--- config.mk ---
export PLATFORM = sky130hd
export DESIGN_NAME = pc_sequencer
export DESIGN_NICKNAME = d
export VERILOG_FILES = /design/src/rtl/riscv_pc_pkg.sv /design/src/rtl/pc_ras.sv /design/src/rtl/pc_sequencer.sv
export SDC_FILE = /design/constraint.sdc
export NUM_CORES = 1
export LEC_CHECK = 0
export ABC_CLOCK_PERIOD_IN_PS = 5600
export BUFFER_PORTS_ARGS = -buffer_cell sky130_fd_sc_hd__buf_2
export CAP_MARGIN = 5
export CORE_MARGIN = 2
export CORE_UTILIZATION = 59
export CTS_BUF_LIST = sky130_fd_sc_hd__clkbuf_4 sky130_fd_sc_hd__clkbuf_8
export DETAILED_ROUTE_END_ITERATION = 16
export PLACE_DENSITY = 0.82
export SLEW_MARGIN = 20
export SYNTH_ARGS = -nofsm -noshare
export SYNTH_HDL_FRONTEND = slang
export SYNTH_SLANG_ARGS = --single-unit
--- constraint.sdc ---
create_clock -name clk -period 5.6 [get_ports clk]
set_clock_uncertainty 0.15 [all_clocks]
set_input_delay 0 -clock clk [delete_from_list [all_inputs] [get_ports clk]]
set_output_delay 0 -clock clk [all_outputs]
set_load 0.01 [all_outputs]
--- src/rtl/riscv_pc_pkg.sv ---
// Shared defaults and target-select encoding for the RISC-V program-counter sequencer.
package riscv_pc_pkg;

    localparam int          XLEN_DEF     = 32;
    localparam logic [31:0] RESET_PC_DEF = 32'h0000_0000;
    localparam logic [31:0] TRAP_PC_DEF  = 32'h0000_0100;
    localparam int          RAS_DEPTH_DEF = 4;

    typedef enum logic [2:0] {
        SEL_SEQ,
        SEL_BR,
        SEL_JAL,
        SEL_JALR,
        SEL_PEND,
        SEL_TRAP
    } pc_sel_e;

endpackage

--- src/rtl/pc_ras.sv ---
// Circular return-address stack: push, pop and push+pop replace of the top entry.
module pc_ras #(
    parameter int XLEN  = 32,
    parameter int DEPTH = 4
) (
    input  logic            clk,
    input  logic            reset,
    input  logic            push,
    input  logic            pop,
    input  logic [XLEN-1:0] push_data,
    output logic [XLEN-1:0] top,
    output logic            empty
);

    localparam int PTR_W = $clog2(DEPTH);
    localparam int CNT_W = $clog2(DEPTH + 1);

    logic [XLEN-1:0]  mem [DEPTH];
    logic [PTR_W-1:0] ptr;
    logic [CNT_W-1:0] count;
    logic [PTR_W-1:0] wr_idx;
    logic             replace;

    assign empty   = (count == '0);
    assign top     = empty ? '0 : mem[ptr];
    // Replace on an empty stack degenerates to a plain push.
    assign replace = push && pop && !empty;
    assign wr_idx  = replace ? ptr : ptr + PTR_W'(1);

    // NOTE: non-blocking assignments for all registered state so every flop samples pre-edge values.
    always_ff @(posedge clk) begin
        if (reset) begin
            ptr   <= '0;
            count <= '0;
        end else if (push && !replace) begin
            ptr <= ptr + PTR_W'(1);
            if (count != CNT_W'(DEPTH))
                count <= count + CNT_W'(1);
        end else if (pop && !push && !empty) begin
            ptr   <= ptr - PTR_W'(1);
            count <= count - CNT_W'(1);
        end
    end

    // NOTE: the entry array has no reset; count gates visibility, so stale contents are never observed.
    always_ff @(posedge clk) begin
        if (!reset && push)
            mem[wr_idx] <= push_data;
    end

endmodule

--- src/rtl/pc_sequencer.sv ---
// Program-counter sequencer: sequential/branch/jal/jalr target select, fetch handshake,
// pending redirect latch, misaligned-target trap and return-address stack.
module pc_sequencer
    import riscv_pc_pkg::*;
#(
    parameter int              XLEN      = XLEN_DEF,
    parameter logic [XLEN-1:0] RESET_PC  = XLEN'(RESET_PC_DEF),
    parameter logic [XLEN-1:0] TRAP_PC   = XLEN'(TRAP_PC_DEF),
    parameter int              RAS_DEPTH = RAS_DEPTH_DEF
) (
    input  logic            clk,
    input  logic            reset,
    input  logic            stall,
    input  logic            fetch_ready,
    output logic            fetch_valid,
    output logic [XLEN-1:0] pc,
    output logic [XLEN-1:0] pc_plus4,
    input  logic            br_taken,
    input  logic [XLEN-1:0] br_imm,
    input  logic            jal,
    input  logic            jalr,
    input  logic [XLEN-1:0] jalr_base,
    input  logic            link,
    input  logic            ret,
    output logic [XLEN-1:0] ras_top,
    output logic            ras_empty,
    output logic            trap,
    output logic [XLEN-1:0] epc
);

    logic            advance;
    logic            redirect;
    logic            misaligned;
    logic            pend_valid;
    logic [XLEN-1:0] pend_addr;
    logic [XLEN-1:0] br_target;
    logic [XLEN-1:0] jalr_sum;
    logic [XLEN-1:0] jalr_target;
    logic [XLEN-1:0] target;
    logic [XLEN-1:0] next_pc;
    pc_sel_e         sel;

    assign advance     = fetch_valid && fetch_ready && !stall;
    assign redirect    = jalr || jal || br_taken;
    assign pc_plus4    = pc + XLEN'(4);
    assign br_target   = pc + (br_imm << 1);
    assign jalr_sum    = jalr_base + br_imm;
    assign jalr_target = {jalr_sum[XLEN-1:1], 1'b0};

    // NOTE: every always_comb output gets a default first so no path can infer a latch.
    always_comb begin
        sel    = SEL_SEQ;
        target = pend_addr;
        if (jalr) begin
            sel    = SEL_JALR;
            target = jalr_target;
        end else if (jal) begin
            sel    = SEL_JAL;
            target = br_target;
        end else if (br_taken) begin
            sel    = SEL_BR;
            target = br_target;
        end else if (pend_valid) begin
            sel    = SEL_PEND;
        end
        // No compressed instructions, so any redirect off a word boundary traps.
        if (sel != SEL_SEQ && target[1:0] != 2'b00)
            sel = SEL_TRAP;

        case (sel)
            SEL_SEQ:  next_pc = pc_plus4;
            SEL_TRAP: next_pc = TRAP_PC;
            default:  next_pc = target;
        endcase
    end

    assign misaligned = (sel == SEL_TRAP);

    always_ff @(posedge clk) begin
        if (reset) begin
            pc          <= RESET_PC;
            fetch_valid <= 1'b0;
            pend_valid  <= 1'b0;
            pend_addr   <= '0;
            trap        <= 1'b0;
            epc         <= '0;
        end else begin
            fetch_valid <= 1'b1;
            trap        <= 1'b0;
            if (advance) begin
                pc         <= next_pc;
                pend_valid <= 1'b0;
                if (misaligned) begin
                    trap <= 1'b1;
                    epc  <= pc;
                end
            end else if (redirect) begin
                // Held redirect: newest one wins, applied on the next advancing edge.
                pend_valid <= 1'b1;
                pend_addr  <= target;
            end
        end
    end

    pc_ras #(
        .XLEN  (XLEN),
        .DEPTH (RAS_DEPTH)
    ) u_ras (
        .clk       (clk),
        .reset     (reset),
        .push      (advance && !misaligned && link),
        .pop       (advance && !misaligned && ret),
        .push_data (pc_plus4),
        .top       (ras_top),
        .empty     (ras_empty)
    );

endmodule

==> summary.md <==
| Metric | Value |
|---|---|
| Met2 Usage GRT | approximately 49% |
| Port Buffer Count | 203 |
| Critical Path Sink Type | flop |
| Routed vias/inst | 6.25 |
| Final wirelength | about 38 mm |
| Maximum vdd drop | 0.117 mV |
| Layout cell share with drive strength beyond 1 | around 22% |
| Pins Over Slew Limit | 0 |
| Initial DRC Count | 1,260 |
| Cts bufs inserted | 35 |
| Design area | approximately 0.015 sq mm |
| Chip width | 155 microns |
| N_diodes | 0 |
| Setup TNS | 0 ns |
| Post-route insts no fill | around 1,900 |
| Syn Std Cell Area | around 0.013 sq mm |
| Clk slew on worst S/H paths | ~0.060 ns |
| Req. time, crit path | 5.83 ns |
| Core area | between 0.02 and 0.025 sq mm |
| First-pass GRT wire length | 58.9 mm |
| # rows | 55 |
| Final Cycle Share | around three quarters |
| Synth unique cells | just under 90 |
| GR Overflow Total | 0 |
| Total Routing Usage GR | between 30 and 40% |
| Placed Cells | 1,781 |
| Via Count | 11,600 |
| Final setup violation count | 0 |
| Status | finished clean |
| Worst Tran Pin Value | 1.15 ns |
| Post-DP HPWL | ~28 mm |
| Ys async rst share | 0% |
| Max-cap viol count | 0 |
| Depth of the CTS H-tree | 2 |
| Post_cts resized | 0 |
| Avg Inst Size Synth | 9.90 sq um |
| Initial antenna violation count | 0 |
| Post-layout min period | 4.12 ns |
| RSZ-0062 raised after global routing | false |
| Residual DRC count | 0 |
| Seq/Total Area, Yosys | 44.5% |
| Number of fill cells | 1,678 |
| Number of synthesized register bits | around 230 |
| GP Congestion | ~0.94 |
| Setup WS pre-CTS | 2.16 ns |
| DR WL/cell | 20.5 microns |
| TritonCTS clock tree | yes |
| Busiest grt layer | met2 |
| Util after Layout | between 60 and 70% |
| Number of flops mapped to enable cells by yosys | 128 |
| Worst Hold Class | input port to flop |
| Setup ws final | 1.48 ns |
| Gate count of the mapped netlist | between 1,000 and 1,500 |
| Post-DP Area | ~0.015 sq mm |
| Top delay family on crit path | compound AO/OA/AOI/OAI gates |
| P&R area growth vs syn | 15.7% |
| Slowest-stage cell, CP | a2111oi_0 |
| CTS Buffer Depth | 3 |
| Die Ht | 155 microns |
| CTS Sinks | around 230 |
| CTS Root Cell | clkbuf_8 |
| Crit Path Category | flop to flop |
| Number of global-route vias before repair | about 11,000 |
| Initial core utilization | 59.7% |
| CP startpoint kind | flop |
| Syn Nets | 1,490 |
| Top achievable clock speed | approximately 240 MHz |
| Critical path arrival | 4.35 ns |
| Cells along the critical path | ha_1, fa_1, a21o_1, a211o_1, nand4_1, a2111oi_0, and3b_1, o21ai_1, xnor2_1, nand2_1, a221o_1, dlygate4sd3_1 |
| Met3 Use GR | under 10% |
| Worst slew margin | 23.3% |
| CP Max Fanout | 9 |
| Top FF cell, synth | edfxtp_1 |
| Power Total | 4.00 mW |
| WP buf/inv | 1 |
| Die ar. | 0.0239 sq mm |
| Largest net degree at the start of global routing | just under 50 |
| Yosys warns | 0 |
| Leak Pwr | 6.48 nW |
| DRT antenna net count | 0 |
| Nets | ~1,700 |
| DR pass1 iterations | 7 |
| Hold Violations, Final | 0 |
| Top-Level Pins | around 200 |
| Max stage delay on crit path | between 0.7 and 0.8 ns |
| WHS | 0.0467 ns |
| Clk Latency, worst-skew pair | 0.51 ns |
| PwrDens | ~260 mW/mm^2 |
| Met1 usage | 44.9% |
## where the power goes
| part | switching (mW) | total [mW] | internal [mW] |
|---|---|---|---|
| combinational | 0.406 | 0.650 | 0.245 |
| clock | 0.645 | 1.47 | 0.829 |
| sequential | 0.0378 | 1.88 | 1.84 |
## layout make-up
cell class / instances / area, sq um / share of cell area, %
clock inverters: 14 / 146 / 0.945
clock buffers: 47 / 591 / 3.81
multi-input cells: 1030 / 7110 / 45.9
repair buffers: 228 / 1260 / 8.12
inverters: 17 / 63.8 / 0.412
flip-flops and latches: 234 / 5970 / 38.5
well taps: 285 / 357 / 2.30
## kinds of logic (layout without fill, tap and decap cells)
kind of cell	Yosys count	count (layout)	synth area share [%]
muxes	42	42	6.14
and+or+nand+nor	458	458	16.2
xor gates and xnor gates	81	81	5.30
adders and majority gates	64	64	6.09
buffers and inverters	89	306	2.64
DFF	234	234	44.5
AOI/OAI and AO/OA	385	385	19.1
## registers in the layout, summed over array words and instances (netlist names), 2 cells and up, named ones only
signal and count:
pc 32, pend_addr 32, u_ras.ptr 2, u_ras.mem 128
epc 32, u_ras.count 3
## cell usage after synthesis, drive strengths merged, types with 11 or more instances
library cell	instances	area (sq um)
a21oi	134	712
clkbuf	56	210
buf	16	80.1
xor2	36	315
a22oi	15	113
ha	62	776
dfxtp	106	2120
nand4	17	128
nand2	196	738
inv	16	60.1
nor3	26	146
a31oi	12	75.1
mux4	32	721
nor2	89	334
a211oi	24	185
edfxtp	128	3840
nand3	31	160
o21ai	67	347
xnor2	45	394
nor2b	39	244
o211ai	11	82.6
and3	15	98.8
a21o	33	248
## cell usage in the layout (no fill, tap or decap), types with 10 or more instances in the layout
master and count:
a211oi_1 23, a21o_1 33, a21oi_1 127, a22oi_1 15, a31oi_1 12, and3_1 13, buf_2 203, buf_4 12
clkbuf_8 38, dfxtp_1 105, dlygate4sd3_1 11, edfxtp_1 128, ha_1 62, inv_1 15, mux4_2 32, nand2_1 194
nand3_1 30, nand4_1 15, nor2_1 86, nor2b_1 39, nor3_1 23, o211ai_1 11, o21a_1 10, o21ai_0 59
o22ai_1 10, xnor2_1 45, xor2_1 36
## layer usage
| metal | wire length, microns | vias up |
|---|---|---|
| li1 | - | 5431 |
| met2 | 17200 | 601 |
| met1 | 16600 | 5483 |
| met4 | 832 | 0 |
| met3 | 3400 | 75 |
| met5 | 0 | - |
## repair_timing
| item | in CTS | in global routing |
|---|---|---|
| setup buffers | 0 | 0 |
| hold endpoints to repair | 61 | 0 |
| hold buffers | 11 | 0 |
## worst reg2reg max path, cell delays in order (launching register included)
cell           delay [ns]
dfxtp_1              0.52
ha_1                 0.26
fa_1                 0.23
a21o_1               0.16
a211o_1              0.22
nand4_1              0.20
a2111oi_0            0.71
and3b_1              0.29
o21ai_1              0.18
xnor2_1              0.14
nand2_1              0.09
a221o_1              0.30
dlygate4sd3_1        0.56
## path summary, 6_finish.rpt
kind,from,cells after the start,slack (ns),end
worst max-delay path,pc[1],12,1.48,pc[31]
worst min-delay path,jalr,4,0.05,pend_addr[22]
worst max register to register,pc[1],12,1.48,pc[31]
worst min register to register,epc[23],2,0.30,epc[23]
Note: power is estimated with default switching activity, not from simulation.
